### src/rtl/wb_port_latency_monitor_pkg.sv
// Shared types and helpers for the Wishbone port latency monitor.
// Optional simulation diagnostics are enabled with the macro WB_LATMON_CHECK_EN.
package wb_latmon_pkg;

  // Per-port measurement state.
  typedef enum logic [1:0] {
    IDLE = 2'd0,
    WAIT = 2'd1,
    HOLD = 2'd2
  } latmon_state_e;

  // Reset value of the per-port minimum. Callers truncate it to their latency width.
  localparam logic [63:0] MIN_RESET = '1;

  // Adds a and b and clamps the result to the largest value that fits in 'width' bits.
  // 'width' must be 64 or less.
  function automatic logic [63:0] sat_add(input logic [63:0] a,
                                          input logic [63:0] b,
                                          input int unsigned width);
    logic [64:0] sum;
    logic [64:0] lim;
    sum = {1'b0, a} + {1'b0, b};
    lim = (65'd1 << width) - 65'd1;
    if (sum > lim) begin
      return lim[63:0];
    end
    return sum[63:0];
  endfunction

endpackage

### src/rtl/wb_port_latency_monitor_if.sv
// Bundle of tapped Wishbone handshake lines, one bit per monitored port.
interface wb_port_latency_monitor_if #(
  parameter int WB_PORTS = 3
);
  logic [WB_PORTS-1:0] cyc;
  logic [WB_PORTS-1:0] stb;
  logic [WB_PORTS-1:0] ack;

  modport master  (output cyc, output stb, input ack);
  modport slave   (input cyc, input stb, output ack);
  // The latency monitor only observes the bus.
  modport monitor (input cyc, input stb, input ack);
endinterface

### src/rtl/wb_port_latency_monitor_chan.sv
// One monitored port: latency measurement FSM plus its statistics registers.
// With WB_LATMON_CHECK_EN defined, simulation-only diagnostics are compiled in.
//
// state | meaning
// ------+---------------------------------------------------------------
// IDLE  | no transaction open; waiting for cyc&stb
// WAIT  | transaction started; counting cycles until the first ack
// HOLD  | first ack seen or timed out; ignore burst beats until cyc drops
module wb_latmon_chan
  import wb_latmon_pkg::*;
#(
  parameter int LAT_WIDTH = 16,
  parameter int ACC_WIDTH = 32,
  parameter int CNT_WIDTH = 24,
  parameter int TIMEOUT   = 1024
) (
  input  logic                 clk,
  input  logic                 rst,
  input  logic                 cyc,
  input  logic                 stb,
  input  logic                 ack,
  input  logic                 clr,
  output logic [CNT_WIDTH-1:0] count,
  output logic [ACC_WIDTH-1:0] total,
  output logic [LAT_WIDTH-1:0] min_lat,
  output logic [LAT_WIDTH-1:0] max_lat,
  output logic                 timeout,
  output logic                 busy
);

  localparam logic [LAT_WIDTH-1:0] LAT_TO  = LAT_WIDTH'(TIMEOUT);
  localparam logic [LAT_WIDTH-1:0] LAT_MIN = LAT_WIDTH'(MIN_RESET);

  latmon_state_e        state_q, state_d;
  logic [LAT_WIDTH-1:0] lat_q, lat_d;
  logic [LAT_WIDTH-1:0] lat_incr;
  logic [LAT_WIDTH-1:0] rec_lat;
  logic                 rec;
  logic                 set_timeout;

  // Latency including the current cycle, held at all-ones once saturated.
  assign lat_incr = (lat_q == '1) ? lat_q : lat_q + LAT_WIDTH'(1);

  // State, latency counter and busy flag registers.
  always_ff @(posedge clk) begin
    if (rst) begin
      state_q <= IDLE;
      lat_q   <= '0;
      busy    <= 1'b0;
    end else begin
      state_q <= state_d;
      lat_q   <= lat_d;
      busy    <= (state_d == WAIT);
    end
  end

  // Next-state decode; abort (cyc low) takes priority over ack and timeout.
  always_comb begin
    state_d = state_q;
    case (state_q)
      IDLE: begin
        if (cyc && stb) begin
          state_d = ack ? HOLD : WAIT;
        end
      end
      WAIT: begin
        if (!cyc) begin
          state_d = IDLE;
        end else if (ack || (lat_incr == LAT_TO)) begin
          state_d = HOLD;
        end
      end
      HOLD: begin
        if (!cyc) begin
          state_d = IDLE;
        end
      end
      default: state_d = IDLE;
    endcase
  end

  // Counter update and record/timeout strobes for the current cycle.
  always_comb begin
    lat_d       = lat_q;
    rec         = 1'b0;
    rec_lat     = '0;
    set_timeout = 1'b0;
    case (state_q)
      IDLE: begin
        if (cyc && stb) begin
          lat_d = LAT_WIDTH'(1);
          if (ack) begin
            rec     = 1'b1;
            rec_lat = LAT_WIDTH'(1);
          end
        end
      end
      WAIT: begin
        if (cyc) begin
          lat_d = lat_incr;
          if (ack) begin
            rec     = 1'b1;
            rec_lat = lat_incr;
          end else if (lat_incr == LAT_TO) begin
            set_timeout = 1'b1;
          end
        end
      end
      default: ;
    endcase
  end

  // Statistics; a clear in the same cycle as a record discards the record.
  always_ff @(posedge clk) begin
    if (rst || clr) begin
      count   <= '0;
      total   <= '0;
      min_lat <= LAT_MIN;
      max_lat <= '0;
      timeout <= 1'b0;
    end else begin
      if (rec) begin
        count <= CNT_WIDTH'(sat_add(64'(count), 64'd1, CNT_WIDTH));
        total <= ACC_WIDTH'(sat_add(64'(total), 64'(rec_lat), ACC_WIDTH));
        if (rec_lat < min_lat) begin
          min_lat <= rec_lat;
        end
        if (rec_lat > max_lat) begin
          max_lat <= rec_lat;
        end
      end
      if (set_timeout) begin
        timeout <= 1'b1;
      end
    end
  end

`ifdef WB_LATMON_CHECK_EN
  // Simulation-only diagnostics; %m identifies the port through the generate index.
  always @(posedge clk) begin
    if (!rst) begin
      if (set_timeout) begin
        $error("%m: latency timeout at %0t", $time);
      end
      if ((state_q == IDLE) && ack && !cyc) begin
        $error("%m: ack without cyc while idle at %0t", $time);
      end
      if (rec) begin
        $display("%m: latency %0d recorded at %0t", rec_lat, $time);
      end
    end
  end
`else
  // Diagnostics are not built; behaviour is unchanged.
`endif

endmodule

### src/rtl/wb_port_latency_monitor.sv
// Passive multi-port Wishbone latency monitor: one measurement channel per port
// and a registered statistics readout selected by stat_port_i.
// Optional simulation diagnostics are enabled with the macro WB_LATMON_CHECK_EN.
module wb_port_latency_monitor
  import wb_latmon_pkg::*;
#(
  parameter int WB_PORTS  = 3,
  parameter int LAT_WIDTH = 16,
  parameter int ACC_WIDTH = 32,
  parameter int CNT_WIDTH = 24,
  parameter int TIMEOUT   = 1024,
  localparam int SEL_W    = (WB_PORTS > 1) ? $clog2(WB_PORTS) : 1
) (
  input  logic                          wb_clk,
  input  logic                          wb_rst,
  wb_port_latency_monitor_if.monitor    wb,
  input  logic [SEL_W-1:0]              stat_port_i,
  input  logic [WB_PORTS-1:0]           stat_clr_i,
  output logic [CNT_WIDTH-1:0]          stat_count_o,
  output logic [ACC_WIDTH-1:0]          stat_total_o,
  output logic [LAT_WIDTH-1:0]          stat_min_o,
  output logic [LAT_WIDTH-1:0]          stat_max_o,
  output logic                          stat_timeout_o,
  output logic [WB_PORTS-1:0]           busy_o
);

  logic [CNT_WIDTH-1:0] chan_count   [WB_PORTS];
  logic [ACC_WIDTH-1:0] chan_total   [WB_PORTS];
  logic [LAT_WIDTH-1:0] chan_min     [WB_PORTS];
  logic [LAT_WIDTH-1:0] chan_max     [WB_PORTS];
  logic [WB_PORTS-1:0]  chan_timeout;

  logic [CNT_WIDTH-1:0] sel_count;
  logic [ACC_WIDTH-1:0] sel_total;
  logic [LAT_WIDTH-1:0] sel_min;
  logic [LAT_WIDTH-1:0] sel_max;
  logic                 sel_timeout;

  for (genvar p = 0; p < WB_PORTS; p++) begin : g_chan
    wb_latmon_chan #(
      .LAT_WIDTH (LAT_WIDTH),
      .ACC_WIDTH (ACC_WIDTH),
      .CNT_WIDTH (CNT_WIDTH),
      .TIMEOUT   (TIMEOUT)
    ) u_chan (
      .clk     (wb_clk),
      .rst     (wb_rst),
      .cyc     (wb.cyc[p]),
      .stb     (wb.stb[p]),
      .ack     (wb.ack[p]),
      .clr     (stat_clr_i[p]),
      .count   (chan_count[p]),
      .total   (chan_total[p]),
      .min_lat (chan_min[p]),
      .max_lat (chan_max[p]),
      .timeout (chan_timeout[p]),
      .busy    (busy_o[p])
    );
  end

  // Readout mux; an index past the last port reads all zeros, min included.
  always_comb begin
    sel_count   = '0;
    sel_total   = '0;
    sel_min     = '0;
    sel_max     = '0;
    sel_timeout = 1'b0;
    for (int p = 0; p < WB_PORTS; p++) begin
      if (stat_port_i == SEL_W'(p)) begin
        sel_count   = chan_count[p];
        sel_total   = chan_total[p];
        sel_min     = chan_min[p];
        sel_max     = chan_max[p];
        sel_timeout = chan_timeout[p];
      end
    end
  end

  // Registered readout, one cycle behind stat_port_i.
  always_ff @(posedge wb_clk) begin
    if (wb_rst) begin
      stat_count_o   <= '0;
      stat_total_o   <= '0;
      stat_min_o     <= LAT_WIDTH'(MIN_RESET);
      stat_max_o     <= '0;
      stat_timeout_o <= 1'b0;
    end else begin
      stat_count_o   <= sel_count;
      stat_total_o   <= sel_total;
      stat_min_o     <= sel_min;
      stat_max_o     <= sel_max;
      stat_timeout_o <= sel_timeout;
    end
  end

endmodule
### src/flat_wrapper.sv
// flat-port wrapper written by rule: the top's interface ports become plain ports
module wb_port_latency_monitor_flat import wb_latmon_pkg::*;
#(
  parameter int WB_PORTS  = 3,
  parameter int LAT_WIDTH = 16,
  parameter int ACC_WIDTH = 32,
  parameter int CNT_WIDTH = 24,
  parameter int TIMEOUT   = 1024,
  localparam int SEL_W    = (WB_PORTS > 1) ? $clog2(WB_PORTS) : 1
)
  (wb_clk, wb_rst, stat_port_i, stat_clr_i, stat_count_o, stat_total_o, stat_min_o, stat_max_o, stat_timeout_o, busy_o, wb_cyc, wb_stb, wb_ack);
  wb_port_latency_monitor_if #(.WB_PORTS(WB_PORTS)) wb_i ();
  input  logic wb_clk;
  input  logic wb_rst;
  input  logic [SEL_W-1:0] stat_port_i;
  input  logic [WB_PORTS-1:0] stat_clr_i;
  output logic [CNT_WIDTH-1:0] stat_count_o;
  output logic [ACC_WIDTH-1:0] stat_total_o;
  output logic [LAT_WIDTH-1:0] stat_min_o;
  output logic [LAT_WIDTH-1:0] stat_max_o;
  output logic stat_timeout_o;
  output logic [WB_PORTS-1:0] busy_o;
  input wire logic [$bits(wb_i.cyc)-1:0] wb_cyc;
  input wire logic [$bits(wb_i.stb)-1:0] wb_stb;
  input wire logic [$bits(wb_i.ack)-1:0] wb_ack;
  assign wb_i.cyc = wb_cyc;
  assign wb_i.stb = wb_stb;
  assign wb_i.ack = wb_ack;
  wb_port_latency_monitor #(.WB_PORTS(WB_PORTS), .LAT_WIDTH(LAT_WIDTH), .ACC_WIDTH(ACC_WIDTH), .CNT_WIDTH(CNT_WIDTH), .TIMEOUT(TIMEOUT)) u_core (.wb_clk(wb_clk), .wb_rst(wb_rst), .wb(wb_i), .stat_port_i(stat_port_i), .stat_clr_i(stat_clr_i), .stat_count_o(stat_count_o), .stat_total_o(stat_total_o), .stat_min_o(stat_min_o), .stat_max_o(stat_max_o), .stat_timeout_o(stat_timeout_o), .busy_o(busy_o));
endmodule
### config.mk
export PLATFORM = sky130hd
export DESIGN_NAME = wb_port_latency_monitor_flat
export DESIGN_NICKNAME = d
export VERILOG_FILES = /design/src/rtl/wb_port_latency_monitor_pkg.sv /design/src/rtl/wb_port_latency_monitor_if.sv /design/src/rtl/wb_port_latency_monitor_chan.sv /design/src/rtl/wb_port_latency_monitor.sv /design/src/flat_wrapper.sv
export SDC_FILE = /design/constraint.sdc
export NUM_CORES = 1
export LEC_CHECK = 0
export ABC_AREA = 1
export ABC_CLOCK_PERIOD_IN_PS = 5950
export CAP_MARGIN = 20
export CORE_ASPECT_RATIO = 0.5
export CORE_MARGIN = 8
export CORE_UTILIZATION = 60
export CTS_BUF_LIST = sky130_fd_sc_hd__clkbuf_8
export DETAILED_ROUTE_END_ITERATION = 10
export GPL_ROUTABILITY_DRIVEN = 0
export PLACE_DENSITY = 0.89
export SETUP_SLACK_MARGIN = 0.2
export SLEW_MARGIN = 40
export SYNTH_ARGS = -nofsm -noshare
export SYNTH_HDL_FRONTEND = slang
export SYNTH_HIERARCHICAL = 1
export SYNTH_SLANG_ARGS = --single-unit
export TNS_END_PERCENT = 50
### constraint.sdc
create_clock -name wb_clk -period 5.95 [get_ports wb_clk]
set_input_delay 0.8925 -clock wb_clk [delete_from_list [all_inputs] [get_ports wb_clk]]
set_output_delay 0.8925 -clock wb_clk [all_outputs]
set_load 0.05 [all_outputs]
==> run_results.csv <==
group,metric,value,unit
cts,htree_num_levels,2,
timing,relSlewSlack,40.5,%
placed_design,dp_hpwl,57200,um
floorplanning,core,0.0420,sq mm
power,power.density,208,mW/mm^2
floorplanning,die_w,308,um
critical_path,timing.rr.start,"u_core/g_chan[1].u_chan/lat_q[0]$_SDFFE_PP0P_",
floorplanning,ios,108,
global_routing,grt_pass1_wl,126000,um
synthesis,syn_area_per_cell,6.83,sq um
global_routing,grt_usage,30.4,%
synthesis,async_reset_ff_share,0,%
run,cap_violations,0,
global_routing,grt_start_max_net_pins,90,
cells_and_area,syn_to_final_growth,10.1,%
routing,wirelength,79600,um
critical_path,path_class,"flip-flop to flip-flop",
synthesis,synth_top_area_share,32.3,%
cts,cts-resized-gates,0,
timing,finalCritPeriodShare,75.9,%
routing,drc,0,
critical_path,reg2reg_to,"u_core/g_chan[1].u_chan/total[12]$_SDFFE_PP0P_",
global_routing,grt_overflow,0,
power,leakagePower,13.3,nW
synthesis,yosysUniqueCellTypes,55,
run_status,status,"finished, final reports clean",
synthesis,synth_fp_nets,3913,
synthesis,synth-seq-cells,413,
critical_path,worst_setup_path_start_kind,"flip-flop",
placed_design,preCtsSetupSlack,990,ps
timing,fin_setup_tns,0,ps
floorplanning,die-area,0.0499,sq mm
timing,finalSetupViolations,0,
cts,clockBufferDepth,3,
critical_path,end_kind,"flip-flop",
synthesis,yosysMostFrequentCell,"nand2_1",
power,ir_drop,0.000165,V
timing,grt_setup_unrepaired,"false",
cts,numCtsBuffers,59,
global_routing,grt_pass1_vias,24600,
timing,min_period,4520,ps
routing,viasPerCell,6.06,
synthesis,synth_edf_count,0,
synthesis,synth_area,0.0256,sq mm
cts,worstSkewPairLatency,670,ps
critical_path,cp.required,6520,ps
cts,postCtsSetupRepairBufs,0,
routing,antenna_left,0,
synthesis,synthFlopType,"dfxtp_1",
hold_path,holdPathEnd,"u_core/g_chan[1].u_chan/timeout$_SDFFE_PP0P_",
power,fin_total_pwr,5.85,mW
global_routing,met3_usage,9.06,%
floorplanning,die_y,162,um
timing,hold_viol_final,0,
routing,dr.pass1.iters,9,
critical_path,crit_fanout,25,
cts,postCtsHoldBufs,0,
synthesis,ys_seq_area_share,32.3,%
cts,clk_pin_slew,70,ps
cts,cts.sinks,413,
timing,fin_skew,37.5,ps
cells_and_area,nets,3950,
placed_design,port-buffer-count,107,
synthesis,netlist_instances,3744,
hold_path,hp-start,"u_core/g_chan[1].u_chan/timeout$_SDFFE_PP0P_",
critical_path,slowest_delay,430,ps
routing,wl_per_cell,18.1,um
timing,tightest_slew,892,ps
hold_path,whs_path_depth,2,
floorplanning,start_util,60.8,%
timing,slew_viol_final,0,
cts,cts_tree,"done",
global_routing,grt.busiest_layer,"met2",
floorplanning,rows,53,
critical_path,arrival,5090,ps
timing,setup_slack,1430,ps
synthesis,synth_common_cells,"nand2_1 (733), inv_1 (530), nand3_1 (511), dfxtp_1 (413), nor2_1 (277)",
global_routing,grt_use_met2,47.1,%
routing,drt_iter0_drc,4197,
timing,clock.fmax,221,MHz
routing,num_vias,26700,
critical_path,reg2regPathDepth,23,
synthesis,ys.warnings.count,6,
cts,cts_root_buf,"clkbuf_8",
global_routing,antenna_found_initial,6,
global_routing,grtUsageMet1,38.6,%
synthesis,synth.area.top_cells,"dfxtp_1 (32%), nand2_1 (11%), nand3_1 (10%)",
cells_and_area,drive_above_1_share,5.28,%
synthesis,synth_top_area_cell,"dfxtp_1",
hold_path,min_path_type,"flip-flop to flip-flop",
critical_path,crit_slowest_cell,"fa_1",
critical_path,r2r_slack,1430,ps
critical_path,path_cells,"ha_1 -> nand3_1 -> nor2_1 -> nand2_2 -> o21ai_0 -> inv_1 -> nor2_1 -> buf_4 -> inv_1 -> fa_1 -> nand3b_1 -> nand2_1 -> nand2_1 -> o211ai_1 -> nand2_1 -> nand2_1 -> a21oi_1 -> nor3_1 -> inv_1 -> buf_4 -> nand3_1 -> o211ai_1 -> inv_1",
routing by layer:
metal / vias up / wire [um]
met3: 348 / 10700
met4: 8 / 4170
li1: 12400 / -
met2: 1747 / 34100
met1: 12200 / 30600
met5: - / 72
layout by cell type, fill, tap and decap left out, types with 6 or more instances in the layout:
master / instances
a211oi_1: 16
a21o_1: 9
a21oi_1: 228
a31oi_1: 46
buf_4: 31
clkbuf_8: 78
clkdlybuf4s50_1: 104
dfxtp_1: 413
ha_1: 150
inv_1: 547
inv_2: 8
nand2_1: 730
nand2_2: 23
nand2_4: 6
nand3_1: 511
nand3b_1: 7
nand4_1: 55
nor2_1: 274
nor2_2: 13
nor2_4: 9
nor3_1: 63
nor4_1: 12
o211ai_1: 43
o21a_1: 8
o21ai_0: 153
o221ai_1: 39
xnor2_1: 57
xor2_1: 120
cell type report:
| cell class | count | area, sq um |
|---|---|---|
| Clock buffer | 78 | 1070 |
| Sequential cell | 413 | 8270 |
| Antenna cell | 1 | 2.50 |
| Tap cell | 577 | 722 |
| Inverter | 543 | 2050 |
| Fill cell | 3436 | 13900 |
| Clock inverter | 28 | 205 |
| Timing Repair Buffer | 138 | 1310 |
| Multi-Input combinational cell | 2626 | 14500 |
metrics by stage:
stage,utilization (%),cell area (sq um),std cells,hold slack (ps)
floorplan,-,25600,3744,430
global placement,63.8,26800,4295,437
detailed placement,63.8,26800,4295,442
CTS,66.9,28100,4401,453
global route,67.0,28200,4404,499
finish,67.0,28200,4404,452
flip-flops by register name, indices dropped and copies added (netlist names):
name	count
u_core/g_chan.u_chan/count	72
u_core/stat_timeout_o	1
u_core/g_chan.u_chan/total	96
u_core/g_chan.u_chan/busy	3
u_core/g_chan.u_chan/lat_q	48
u_core/stat_min_o	16
u_core/g_chan.u_chan/min_lat	48
u_core/g_chan.u_chan/timeout	3
u_core/stat_max_o	16
u_core/stat_count_o	24
u_core/g_chan.u_chan/state_q	6
u_core/stat_total_o	32
u_core/g_chan.u_chan/max_lat	48
power breakdown:
| group | internal, mW | total [mW] | switching (mW) |
|---|---|---|---|
| Clock | 1.30 | 2.46 | 1.16 |
| Combinational | 0.140 | 0.505 | 0.365 |
| Sequential | 2.82 | 2.88 | 0.0604 |
| Total | 4.26 | 5.85 | 1.58 |
worst max path at each step:
stage	from	slack (ps)	cells past startpoint	end
after detailed placement	wb_cyc[2]	990	19	u_core/g_chan[2].u_chan/total[16]$_SDFFE_PP0P_
after CTS	u_core/g_chan[1].u_chan/lat_q[0]$_SDFFE_PP0P_	1560	23	u_core/g_chan[1].u_chan/total[12]$_SDFFE_PP0P_
after floorplan	u_core/g_chan[2].u_chan/lat_q[1]$_SDFFE_PP0P_	2290	22	u_core/g_chan[2].u_chan/total[16]$_SDFFE_PP0P_
after global placement	wb_cyc[2]	1190	19	u_core/g_chan[2].u_chan/total[1]$_SDFFE_PP0P_
final	u_core/g_chan[1].u_chan/lat_q[0]$_SDFFE_PP0P_	1430	23	u_core/g_chan[1].u_chan/total[12]$_SDFFE_PP0P_
after global routing	u_core/g_chan[1].u_chan/lat_q[0]$_SDFFE_PP0P_	1040	23	u_core/g_chan[1].u_chan/total[12]$_SDFFE_PP0P_
kinds of logic after synthesis:
group / count (synthesis) / share of synthesized area [%]
XOR/XNOR: 177 / 6.06
adder cells (fa/ha/maj): 153 / 7.57
AND/OR/NAND/NOR: 1717 / 29.7
AO/OA/AOI/OAI: 579 / 13.3
flip-flops: 413 / 32.3
buffers and inverters: 705 / 11.0
worst max-delay path, delay by kind of cell, from the launching register on:
kind	cells	cell delay (ps)
compound gates	4	780
fa+ha+maj	2	670
buf+inv	6	870
flops	1	400
simple gates	11	1710
No activity file was read; power rests on OpenSTA's default activity.
